File: config.mk
export PLATFORM = sky130hd
export DESIGN_NAME = rt_ibex_pcs_restore_wb
export DESIGN_NICKNAME = d
export VERILOG_FILES = /design/src/rtl/rt_ibex_pcs_restore_wb.sv
export SDC_FILE = /design/constraint.sdc
export NUM_CORES = 1
export LEC_CHECK = 0
export ABC_AREA = 1
export ABC_CLOCK_PERIOD_IN_PS = 2600
export CORE_MARGIN = 2
export CORE_UTILIZATION = 54
export DETAILED_ROUTE_END_ITERATION = 7
export GPL_TIMING_DRIVEN = 0
export PLACE_DENSITY = 0.85
export RECOVER_POWER = 25
export REMOVE_ABC_BUFFERS = 1
export SYNTH_ARGS = -nofsm -noshare
export SYNTH_HDL_FRONTEND = slang
export SYNTH_SLANG_ARGS = --single-unit
File: constraint.sdc
create_clock -name clk_i -period 2.6 [get_ports clk_i]
set_input_delay 0.26 -clock clk_i [delete_from_list [all_inputs] [get_ports clk_i]]
set_output_delay 0.26 -clock clk_i [all_outputs]
set_load 0.02 [all_outputs]
File: src/rtl/rt_ibex_pcs_restore_wb.sv
// rtl/rt_ibex_pcs_restore_wb.sv - drains a captured context word into the register file on mret.
// Optional second write port enabled by RT_IBEX_PCS_WB_DUAL_PORT_EN.
module rt_ibex_pcs_restore_wb #(
  parameter int unsigned NrSavedRegs  = 9,
  parameter int unsigned DataWidth    = 32,
  parameter int unsigned RegAddrWidth = 5,
  parameter logic [NrSavedRegs-1:0][RegAddrWidth-1:0] SavedRegAddrs =
    {5'd14, 5'd13, 5'd12, 5'd11, 5'd10, 5'd7, 5'd6, 5'd5, 5'd1}
) (
  input  logic                                  clk_i,
  input  logic                                  rst_ni,
  input  logic                                  restore_en_i,
  input  logic [NrSavedRegs-1:0][DataWidth-1:0] restore_data_i,
  output logic                                  rf_we_o,
  output logic [RegAddrWidth-1:0]               rf_waddr_o,
  output logic [DataWidth-1:0]                  rf_wdata_o,
  output logic                                  rf_we_b_o,
  output logic [RegAddrWidth-1:0]               rf_waddr_b_o,
  output logic [DataWidth-1:0]                  rf_wdata_b_o,
  output logic                                  busy_o,
  output logic                                  done_o,
  output logic                                  err_o
);

  localparam int unsigned IdxW = $clog2(NrSavedRegs + 1);
`ifdef RT_IBEX_PCS_WB_DUAL_PORT_EN
  localparam int unsigned Step = 2;
`else
  localparam int unsigned Step = 1;
`endif

  typedef enum logic {IDLE, DRAIN} state_e;

  state_e                                state_q, state_d;
  logic [IdxW-1:0]                       idx_q, idx_d;
  logic [NrSavedRegs-1:0][DataWidth-1:0] hold_q, hold_d;
  logic                                  err_q;
  logic                                  last_word;

  // Last drain cycle: the remaining words fit in this cycle's write ports.
  assign last_word = (32'(idx_q) + Step >= NrSavedRegs);

`ifdef RT_IBEX_PCS_WB_DUAL_PORT_EN
  logic            b_valid;
  logic [IdxW-1:0] idx_b;
  assign b_valid = (32'(idx_q) + 1 < NrSavedRegs);
  assign idx_b   = b_valid ? idx_q + IdxW'(1) : idx_q;
`endif

  always_ff @(posedge clk_i or negedge rst_ni) begin
    if (!rst_ni) begin
      state_q <= IDLE;
      idx_q   <= '0;
      hold_q  <= '0;
      err_q   <= 1'b0;
    end else begin
      state_q <= state_d;
      idx_q   <= idx_d;
      hold_q  <= hold_d;
      err_q   <= restore_en_i && (state_q == DRAIN);
    end
  end

  always_comb begin
    state_d      = state_q;
    idx_d        = idx_q;
    hold_d       = hold_q;
    rf_we_o      = 1'b0;
    rf_waddr_o   = '0;
    rf_wdata_o   = '0;
    rf_we_b_o    = 1'b0;
    rf_waddr_b_o = '0;
    rf_wdata_b_o = '0;
    done_o       = 1'b0;
    unique case (state_q)
      IDLE: begin
        if (restore_en_i) begin
          state_d = DRAIN;
          idx_d   = '0;
          hold_d  = restore_data_i;
        end
      end
      DRAIN: begin
        rf_we_o    = 1'b1;
        rf_waddr_o = SavedRegAddrs[idx_q];
        rf_wdata_o = hold_q[idx_q];
`ifdef RT_IBEX_PCS_WB_DUAL_PORT_EN
        if (b_valid) begin
          rf_we_b_o    = 1'b1;
          rf_waddr_b_o = SavedRegAddrs[idx_b];
          rf_wdata_b_o = hold_q[idx_b];
        end
`endif
        // A restore pulse arriving here is dropped; only err_q records it.
        if (last_word) begin
          done_o  = 1'b1;
          state_d = IDLE;
          idx_d   = '0;
        end else begin
          idx_d = idx_q + IdxW'(Step);
        end
      end
      default: state_d = IDLE;
    endcase
  end

  assign busy_o = (restore_en_i && rst_ni) || (state_q == DRAIN);
  assign err_o  = err_q;

endmodule

==> out/metrics.cfg, run 1 <==
[logic_synthesis]
yosysSeqAreaShare_pct = 48.9
postSynthAreaPerCell_um2 = 9.55
ys_seq_elements = 294
syn-instance-count = 1574
syn_area_um2 = 15000
yosysUniqueCellTypes = 24
synth-warning-count = 0

[timing]
slew_violations = 0
finClkSkew_ns = 0.0182
setup_viol = 17
rsz0062_at_grt = yes
fmax_mhz = 376
hold-worst-slack_ns = -0.280
finalHoldViolations = 89
period_minus_slack_ns = 2.66
post-route-period-util_pct = 102
worstMarginPinSlew_ns = 0.800
timing.final.ws_setup_ns = -0.0585
max_slew_margin_pct = 46.7

[floorplan]
pin_count = 370
rows = 61
die_x_um = 171
fp.coreArea_um2 = 27600
die-area_um2 = 29200
die_y_um = 171
initial_core_util_pct = 54.4

[clock_tree]
clk_path_buf_depth = 3
cts_root_buffer = clkbuf_16
numClockSinks = 294
cts_buffers = 31
clock_latency_ns = 0.57
clk_pin_slew_ns = 0.06
cts_max_level = 1
cts_tree = done

[layout]
drive_gt1_share_pct = 22.3
final_cells = 2301
final_common_cell = nand2_1
design_area_um2 = 20500
mostFrequentLayoutCells = nand2_1 (393), clkdlybuf4s50_1 (293), dfrtp_1 (290)
num-nets-final = 2191
syn_to_final_growth_pct = 36.1
fin_util_pct = 74.1

[critical_path]
cp.arrival_ns = 2.40
reg2reg_depth = 5
critPathKind = reg2out
worst_setup_path_end_kind = primary output
startpoint_type = flip-flop
path_max_fanout = 7
crit_required_ns = 2.34

[placed_design]
placed_area_um2 = 18300
place_ws_ns = -1.34
dp.cells = 2195
place_hpwl_um = 26200
numPortBuffers = 330
gp_congestion = 0.830

[pwr]
switching_power_w = 0.0106
p_int_w = 0.0159
clock_power_share_pct = 16.6
vdd_drop_max_mv = 0.762
p_per_area_nw_per_um2 = 1290
power_frac_comb_pct = 52.3
p_leak_nw = 10.4
power_frac_seq_pct = 31.1
switching_share_pct = 39.9

[global_routing]
grt_max_degree = 125
grt_pass1_wl_um = 70300
grt_antenna_before_repair = 1
overflow = 0
grt_pass1_vias = 13000
track_usage_pct = 31.4

[detailed_routing]
viasPerCell = 5.49
first_pass_iters = 6
wl_per_cell_um = 20.9
first_iter_violations = 1121
ant_nets = 0
drc_errors = 0
vias = 12600
wirelength_um = 48100

[outcome]
status = complete, but fails checks
violations = hold timing, setup timing

[run]
drv_cap = 0

[hold_path]
holdCritPathClass = in2async

power by group through the flow:
stage	logic, W	clock network [W]	registers (W)
6_report	0.0139	0.00440	0.00825
3_3_place_gp	0.0107	0	0.00842
3_5_place_dp	0.0112	0	0.00847
4_1_cts	0.0131	0.00443	0.00816
2_1_floorplan	0.00796	0	0.00798
5_1_grt	0.0148	0.00462	0.00847
metrics by stage:
step / TNS (ns) / total power [W]
floorplan: -599.39 / 0.0159
global placement: -4540.50 / 0.0191
detailed placement: -100.69 / 0.0197
CTS: -1.03 / 0.0257
global route: -2.43 / 0.0279
finish: -0.387 / 0.0265
critical path, cell delays in order (launching register included):
cell	delay (ns)
dfrtp_4	0.50
buf_16	0.16
inv_16	0.06
buf_16	0.10
nand2_4	0.05
nor2_4	0.24
buf_12	0.16
buf_16	0.16
nand2_4	0.06
nand3_4	0.06
nor2_4	0.04
nor2_4	0.10
buf_6	0.13
flip-flops by register name (all words and copies together), names as in the netlist:
name	count
idx_q	4
state_q	1
hold_q	288
err_o	1
synth_stat cells:
library cell / n / area share (%)
o22ai_1: 1 / 0.042
nor2_1: 126 / 3.1
nor2_2: 3 / 0.12
inv_2: 3 / 0.075
buf_6: 26 / 1.9
o21ai_0: 2 / 0.067
buf_2: 55 / 1.8
ha_1: 4 / 0.33
nand2_4: 1 / 0.075
mux2_4: 145 / 14
a211oi_1: 2 / 0.10
buf_1: 2 / 0.050
nand2_1: 424 / 11
inv_6: 1 / 0.058
clkbuf_1: 7 / 0.17
nand3_1: 156 / 5.2
a31oi_1: 1 / 0.042
mux2_2: 55 / 4.1
nand4_1: 4 / 0.17
inv_1: 118 / 2.9
dfrtp_1: 294 / 49
a21oi_1: 98 / 3.3
conb_1: 1 / 0.025
buf_4: 45 / 2.2
logic make-up after synthesis:
| logic type | synth area share, % |
|---|---|
| DFF | 48.9 |
| AOI/OAI and AO/OA | 3.51 |
| buffers and inverters | 9.33 |
| other | 0.0249 |
| and+or+nand+nor | 19.3 |
| adders and majority gates | 0.333 |
| muxes | 18.6 |
path summary, 6_finish.rpt:
kind | startpoint | endpoint | slack, ns
setup / recovery | idx_q[0] | rf_wdata_o[8] | -0.06
min in group clk_i | restore_data_i[74] | hold_q[74] | 0.27
max in group asynchronous | rst_ni | hold_q[154] | 1.77
hold / removal | rst_ni | hold_q[100] | -0.28
hold reg to reg | hold_q[17] | hold_q[17] | 0.51
setup reg to reg | state_q | hold_q[260] | 0.11
per-layer routing:
layer | up-vias | GRT usage (%) | part of all wire (%)
li1 | 5622 | - | -
met1 | 6152 | 37.7 | 38
met2 | 671 | 52.8 | 48
met3 | 185 | 7.26 | 9.2
met4 | 0 | 16.4 | 5.4
met5 | - | 0 | 0
final cells by class:
| type | count | area [um^2] |
|---|---|---|
| Timing Repair Buffer | 381 | 4230 |
| Sequential cell | 294 | 7370 |
| Fill cell | 1808 | 7160 |
| Clock inverter | 3 | 18.8 |
| Antenna cell | 2 | 5.00 |
| Timing Repair inverter | 3 | 28.8 |
| Inverter | 122 | 497 |
| Clock buffer | 55 | 986 |
| Tap cell | 378 | 473 |
| Multi-Input combinational cell | 1063 | 6860 |
what timing repair did:
item                                    4_1_cts  5_1_grt
endpoints found under the setup margin      251       40
cloned                                       14        5
hold endpoints to repair                     89       89
pin swaps                                    20       21
setup buffers                                23        8
gates resized for setup                     242       85
Power figures use the tool's default switching activity.
==> inputs of run 2 (changes only) <==
- GPL_ROUTABILITY_DRIVEN: not set -> 1
- REMOVE_ABC_BUFFERS: 1 -> not set
==> run 2 against run 1 <==
The run ends with capacitance limit, slew limit, setup timing left. Die area stayed put. Clock power is 3% lower. First-iteration DRC count is 26% higher. Global-route usage is 2.3 points higher. Utilization is 0.98 points lower. Via count is 1.6% higher. Sequential power is 2% lower. Register-to-register slack better by 0.70 ns. Sequential share of layout area is 0.43 points higher.
==> out/metrics.cfg, run 2 (synthesis results as in run 1) <==
[floorplan]
fp.coreArea_um2 = 27600
die_x_um = 171
rows = 61
die_y_um = 171
initial_core_util_pct = 54.4
pin_count = 370
die-area_um2 = 29200

[critical_path]
cp.arrival_ns = 2.35
reg2reg_depth = 11
rr_endpoint = idx_q[1]
crit_required_ns = 2.34
critPathSlowestCell = dfrtp_1
startpoint_type = flip-flop
critPathCapture = rf_wdata_o[17]
cp_cell_sequence = buf_6, inv_8, nand2_1, nor2_4, buf_6, nand2_1, nand3_1, nor2_1, nor2_1, buf_4
path_max_fanout = 10
r2r-start = idx_q[0]
critPathTopFamily = simple AND/OR/NAND/NOR gates
critPathKind = reg2out
max_stage_delay_ns = 0.39
crit_buf_inv = 4
path_depth = 10
worstSetupStartpoint = idx_q[0]
reg2reg_slack_ns = 0.81
worst_setup_path_end_kind = primary output

[clock_tree]
cts_buffers = 30
cts_max_level = 1
clk_pin_slew_ns = 0.07
clk_path_buf_depth = 3
numClockSinks = 294
clock_latency_ns = 0.56
cts_tree = done
cts_root_buffer = clkbuf_16

[timing]
rsz0062_at_grt = yes
setup_viol = 1
fmax_mhz = 383
max_slew_margin_pct = -8.29
post-route-period-util_pct = 100
hold-worst-slack_ns = 0.195
worstMarginPinSlew_ns = 1.62
finClkSkew_ns = 0.0121
timing.final.ws_setup_ns = -0.00785
slew_violations = 130
period_minus_slack_ns = 2.61
finalHoldViolations = 0

[global_routing]
grt_max_degree = 130
grt_antenna_before_repair = 2
grt_pass1_wl_um = 73400
track_usage_pct = 33.6
grt_pass1_vias = 12700
overflow = 0

[pwr]
p_per_area_nw_per_um2 = 1260
p_leak_nw = 10.2
total_power_w = 0.0254
vdd_drop_max_mv = 0.611

[run]
drv_cap = 1

[layout]
num-nets-final = 2279
syn_to_final_growth_pct = 34.3
largest_register_ffs = 288
design_area_um2 = 20200
mostFrequentLayoutCells = nand2_1 (421), clkdlybuf4s50_1 (294), dfrtp_1 (292)
top_regs = hold_q: 288 flops, idx_q: 4 flops
final_common_cell = nand2_1
drive_gt1_share_pct = 22.7
fill_cells = 1946
max_flop_register = hold_q

[placed_design]
placed_area_um2 = 19000
place_hpwl_um = 37200
numPortBuffers = 330
gp_congestion = 0.948

[outcome]
violations = capacitance limit, slew limit, setup timing
status = complete, but fails checks

[detailed_routing]
first_pass_iters = 7
viasPerCell = 5.38
wirelength_um = 49500
vias = 12800
first_iter_violations = 1411
wl_per_cell_um = 20.7
ant_nets = 0
drc_errors = 0

[hold_path]
holdCritPathClass = in2async

[run 2: worst min path at each step]
stage               slack [ns]     endpoint  cells after the start
floorplan                -0.04        err_o                      0
global placement          0.49   hold_q[13]                      1
detailed placement        0.18  hold_q[192]                      1
CTS                       0.20  hold_q[112]                      2
global route              0.21  hold_q[193]                      2
finish                    0.20  hold_q[193]                      2
[run 2: per-layer routing]
layer / global-route usage, % / routed length, um / vias to the layer above
met5: 0 / 0 / -
met4: 15.4 / 2310 / 0
met2: 55.2 / 23300 / 749
met1: 44.3 / 19700 / 6152
met3: 5.16 / 4200 / 126
li1: - / - / 5799
[run 2: final cells by class]
cell class	instances	area [um^2]	share of cell area (%)
sequential	294	7360	36.4
multi-input combinational	1061	6560	32.4
timing repair buffer	340	3260	16.1
buffer	135	1120	5.53
clock buffer	44	855	4.23
tap	378	473	2.34
inverter	122	470	2.33
clock inverter	9	110	0.545
antenna	1	2.50	0.0124
[run 2: repair_timing]
action,CTS,global route
hold buffers,1,0
hold endpoints to repair,43,0
pin swaps,2,5
setup endpoints to repair,36,36
buffers inserted,3,4
gates resized for setup,177,63
[run 2: stage by stage]
step / std cells / setup TNS (ns) / util, % / worst slack, ns
global placement: 2320 / -3265.42 / 68.6 / -11.10
global route: 2384 / -0.0986 / 73.1 / -0.0600
CTS: 2379 / -0.000252 / 73.0 / -0.000252
detailed placement: 2322 / -0.870 / 68.8 / -0.128
finish: 2384 / -0.00785 / 73.1 / -0.00785
floorplan: 1612 / 0 / - / 0.618
[run 2: worst register-to-register path, cell delays in order (launching register included)]
cell     delay (ns)
dfrtp_1        0.39
buf_6          0.15
inv_8          0.08
buf_12         0.14
buf_12         0.15
ha_4           0.21
nor2_1         0.10
nand3_1        0.12
nand2_2        0.13
buf_4          0.12
nand4_1        0.08
nand2_1        0.07
[run 2: where the power goes]
| group | leakage (nW) | total (W) | internal (W) | switching (W) |
|---|---|---|---|---|
| Combinational | 6.39 | 0.0131 | 0.00572 | 0.00735 |
| Clock | 0.461 | 0.00428 | 0.00247 | 0.00181 |
| Sequential | 3.38 | 0.00806 | 0.00686 | 0.00120 |
| Total | 10.2 | 0.0254 | 0.0150 | 0.0104 |
